--- src/rtl/regfile.sv ---
// ----------------------------------------------------------------------------
// regfile
//
// General-purpose register file for the 5-stage MIPS core.
// It holds 2^ADDR_WIDTH registers of DATA_WIDTH bits each.
// Register 0 is hardwired to zero: it is never written and always reads 0.
//
// The MEM/WB stage drives the write side. The ID stage reads through two
// independent, fully combinational read ports. A same-cycle write-to-read
// bypass lets the ID stage see the value being written back in this cycle.
//
// Ports:
//   clk            clock; all state updates on the rising edge
//   rst            synchronous reset, active-high; clears every entry
//   w_reg_addr_in  writeback destination register (from MEM/WB)
//   w_reg_data_in  writeback data (from MEM/WB)
//   w_reg_en_in    writeback enable (from MEM/WB)
//   r1_en          read port 1 enable
//   r1_addr        read port 1 address
//   r1_data        read port 1 data (zero-cycle latency)
//   r2_en          read port 2 enable
//   r2_addr        read port 2 address
//   r2_data        read port 2 data (zero-cycle latency)
// ----------------------------------------------------------------------------
module regfile #(
    parameter int ADDR_WIDTH = 5,
    parameter int DATA_WIDTH = 32
) (
    input  logic                  clk,
    input  logic                  rst,
    input  logic [ADDR_WIDTH-1:0] w_reg_addr_in,
    input  logic [DATA_WIDTH-1:0] w_reg_data_in,
    input  logic                  w_reg_en_in,
    input  logic                  r1_en,
    input  logic [ADDR_WIDTH-1:0] r1_addr,
    output logic [DATA_WIDTH-1:0] r1_data,
    input  logic                  r2_en,
    input  logic [ADDR_WIDTH-1:0] r2_addr,
    output logic [DATA_WIDTH-1:0] r2_data
);

    localparam int DEPTH = 1 << ADDR_WIDTH;

    logic [DATA_WIDTH-1:0] mem [DEPTH];

    // Storage update. Reset takes priority, so a write that arrives on the
    // reset edge is dropped. Writes to register 0 are also dropped, which
    // keeps entry 0 at its reset value of zero.
    always_ff @(posedge clk) begin
        if (rst) begin
            for (int i = 0; i < DEPTH; i++) begin
                mem[i] <= '0;
            end
        end else if (w_reg_en_in && (w_reg_addr_in != '0)) begin
            mem[w_reg_addr_in] <= w_reg_data_in;
        end
    end

    // Read-port selection, highest priority first: reset, disabled port,
    // register 0, then the writeback bypass, then storage. The bypass gives
    // write-first behaviour. w_reg_* comes straight from MEM/WB flops, so this
    // path cannot close a combinational loop through the ID stage.
    function automatic logic [DATA_WIDTH-1:0] read_port(
        input logic                  en,
        input logic [ADDR_WIDTH-1:0] addr,
        input logic [DATA_WIDTH-1:0] stored
    );
        logic [DATA_WIDTH-1:0] value;
        value = '0;
        if (rst || !en || (addr == '0)) begin
            value = '0;
        end else if (w_reg_en_in && (w_reg_addr_in == addr)) begin
            value = w_reg_data_in;
        end else begin
            value = stored;
        end
        return value;
    endfunction

    // Both ports are independent copies of the same selection logic. They may
    // address the same register in the same cycle, including the bypassed one.
    always_comb begin
        r1_data = read_port(r1_en, r1_addr, mem[r1_addr]);
        r2_data = read_port(r2_en, r2_addr, mem[r2_addr]);
    end

endmodule

--- config.mk ---
export PLATFORM = sky130hd
export DESIGN_NAME = regfile
export DESIGN_NICKNAME = d
export VERILOG_FILES = /design/src/rtl/regfile.sv
export SDC_FILE = /design/constraint.sdc
export NUM_CORES = 2
export LEC_CHECK = 0
export ABC_AREA = 1
export BUFFER_PORTS_ARGS = -buffer_cell sky130_fd_sc_hd__buf_2
export CAP_MARGIN = 20
export CORE_UTILIZATION = 35
export CTS_CLUSTER_SIZE = 25
export DETAILED_ROUTE_END_ITERATION = 7
export GPL_ROUTABILITY_DRIVEN = 1
export GPL_TIMING_DRIVEN = 0
export PLACE_DENSITY = 0.52
export SYNTH_ARGS = -nofsm -noshare
export SYNTH_HDL_FRONTEND = slang
export SYNTH_SLANG_ARGS = --single-unit
--- constraint.sdc ---
create_clock -name clk -period 2.43 [get_ports clk]
set_input_delay 0 -clock clk [delete_from_list [all_inputs] [get_ports clk]]
set_output_delay 0 -clock clk [all_outputs]
set_load 0.03 [all_outputs]
==> reports/metrics.cfg <==
[drt]
wl_met2_um=156000
dr.max_layer_used=met5
wl_per_cell_um=34.5
route.detailed.drc=3
wl_met1_um=139000
first_pass_iters=8
route.met3.wl_um=48700
drtIter0Drc=9893
drt-total-wl_um=372000
ant_nets=0
vias=61900
viasPerCell=5.75

[die]
die_area_um2=172000
rows=151
start_util_pct=35.2
die_h_um=415
die_w_um=415
io_pins=116
coreArea_um2=169000

[synthesis]
async_reset_ff_share_pct=0
synthTopCellsByArea=edfxtp_1 (52%), nand2_1 (17%), nand3_1 (9.4%)
ys_ff_latch=1024
ys_types=22
yosysTopAreaCell=edfxtp_1
synth_top_cell_area_share_pct=51.6
synth_edf_count=1024
syn_area_per_cell_um2=7.41
yosys-top-cells-count=nand2_1 (2647), nor2_1 (1464), nand3_1 (1122)
synth_most_common_cell=nand2_1
ys_seq_area_share_pct=51.6
syn_inst=8042
synth_top_flop_cell=edfxtp_1
ys_warn_count=0
synth_area_um2=59600

[sta]
max_freq_mhz=373
tns_ns=-25.17
period_minus_slack_ns=2.68
tightest_slew_ns=1.44
setup_violations=258
post-route-period-util_pct=110
rsz0062_at_grt=yes
setup_slack_ns=-0.255
slew-limit-headroom_pct=3.72
slew_viol_final=0
whs_ns=0.0603
finalHoldViolCount=0

[place]
io_buffers=109
dp_hpwl_um=281000
gp_congestion=1.10

[power_and_ir_drop]
seqPwrFrac_pct=42.9
p_sw_share_pct=32.2
comb_power_share_pct=18.4
p_clk_share_pct=38.7
power.leakage_nw=31.8
p_sw_mw=15.6
power_mw=48.5
powerDensity_nw_per_um2=686
p_int_mw=32.9
ir_drop_mv=0.556

[global_route]
antenna_found_initial=29
grt_pass1_vias=55500
grt-ovfl-total=0
grt_pass1_wl_um=485000
grt_max_degree=33
grt.total_usage_pct=42.0

[critical_path]
worstPathMaxFanout=18
worstPathRequired_ns=2.90
start_kind=input pin
crit_path_end_kind=register
worstPathArrival_ns=3.15
criticalPathCategory=in2reg

[final_layout]
syn2layout_area_growth_pct=18.8
top_register=mem
finalNetCount=8480
layout-drive-gt1-share_pct=12.4
largest_reg_flops=1024
largestRegisters=mem x1024

[clock_tree]
root_buffer=clkbuf_16
cts_buffers=121
cts_tree=yes
clk_path_buf_depth=3
path_clk_slew_ns=0.07
cts.sinks=1024
cts_htree_levels=3

[status]
violations=design-rule violations, negative setup slack
status=finished with violations

[hold_path]
hp-class=in2reg
hold_start=w_reg_addr_in[4]
holdPathEnd=mem[7][1]
hold_depth=4

[run]
drv_cap=0

==> logic make-up after synthesis <==
kind of cell	share of synthesized area, %
AND/OR/NAND/NOR	35.5
buffers and inverters	9.69
flip-flops	51.6
AO/OA/AOI/OAI	3.22
XOR/XNOR	0.0147
other	0.00629
==> what timing repair did <==
| item | CTS | global route |
|---|---|---|
| endpoints found under the setup margin | 208 | 401 |
| setup buffers | 3 | 0 |
| pin swaps | 4 | 25 |
| hold buffers | 32 | 0 |
| endpoints found under the hold margin | 32 | 0 |
| resized for setup | 480 | 211 |
==> final cells by class <==
cell class | count | area, um2
multi-input cells | 5629 | 24200
diodes | 20 | 50.0
fillers | 17500 | 98500
inverters | 793 | 2990
plain buffers | 625 | 3630
well taps | 2218 | 2780
clock buffers | 140 | 3120
repair buffers | 234 | 2490
flip-flops and latches | 1024 | 30700
clock inverters | 85 | 773
==> layout by cell type, fill, tap and decap left out, drive strengths merged <==
cell type      netlist  routed
a21oi              131     131
buf                311     479
bufinv               0      13
clkbuf             316     475
clkdlybuf4s15        0      13
clkinv               3      67
clkinvlp             0       8
conb                 1      32
diode                0      20
dlygate4sd3          0      32
edfxtp            1024    1024
inv                790     790
nand2             2647    2647
nand3             1123    1123
nand4                2       2
nor2              1464    1464
nor3                 8       8
o211ai              61      61
o21ai              154     154
o22ai                5       5
or2                  1       1
xor2                 1       1
==> critical path, stage by stage <==
cell and delay (ns):
buf_2 0.21, inv_1 0.22, nand3_2 0.15, o21ai_0 0.13
nor3_2 0.65, nand2_1 0.59, buf_6 0.34, nand2_2 0.51
buf_12 0.27
==> how the worst max path moves through the flow <==
stage                        to  slack (ns)        startpoint
floorplan            mem[31][0]        0.32  w_reg_addr_in[2]
global placement     mem[2][10]       -2.38  w_reg_addr_in[4]
detailed placement  r2_data[20]       -1.26        r2_addr[0]
CTS                 r1_data[18]       -0.03       mem[15][18]
global route          mem[2][6]       -0.15  w_reg_addr_in[4]
finish               mem[2][10]       -0.25  w_reg_addr_in[4]
==> power groups by stage <==
stage	logic (mW)	clock network [mW]	registers, mW
3_5_place_dp	8.01	0	21.2
6_report	8.92	18.8	20.8
3_3_place_gp	7.68	0	21.2
4_1_cts	8.31	18.7	20.8
2_1_floorplan	3.82	0	21.1
5_1_grt	9.04	19.2	20.9
==> metrics by stage <==
step | instances | instance area [um2] | setup slack [ns] | utilization (%)
3_3_place_gp | 10400 | 63000 | -2.38 | 37.2
6_report | 10800 | 70800 | -0.255 | 41.8
2_1_floorplan | 8073 | 59700 | 0.323 | -
3_5_place_dp | 10500 | 64700 | -1.26 | 38.2
4_1_cts | 10800 | 70200 | -0.0347 | 41.4
5_1_grt | 10800 | 70800 | -0.153 | 41.8
==> metal layers <==
metal	GRT usage, %	vias to the layer above
met3	12.6	1096
met5	0	-
met2	61.3	4637
met4	28.0	14
met1	53.7	29800
li1	-	26300
Power figures use the tool's default switching activity.
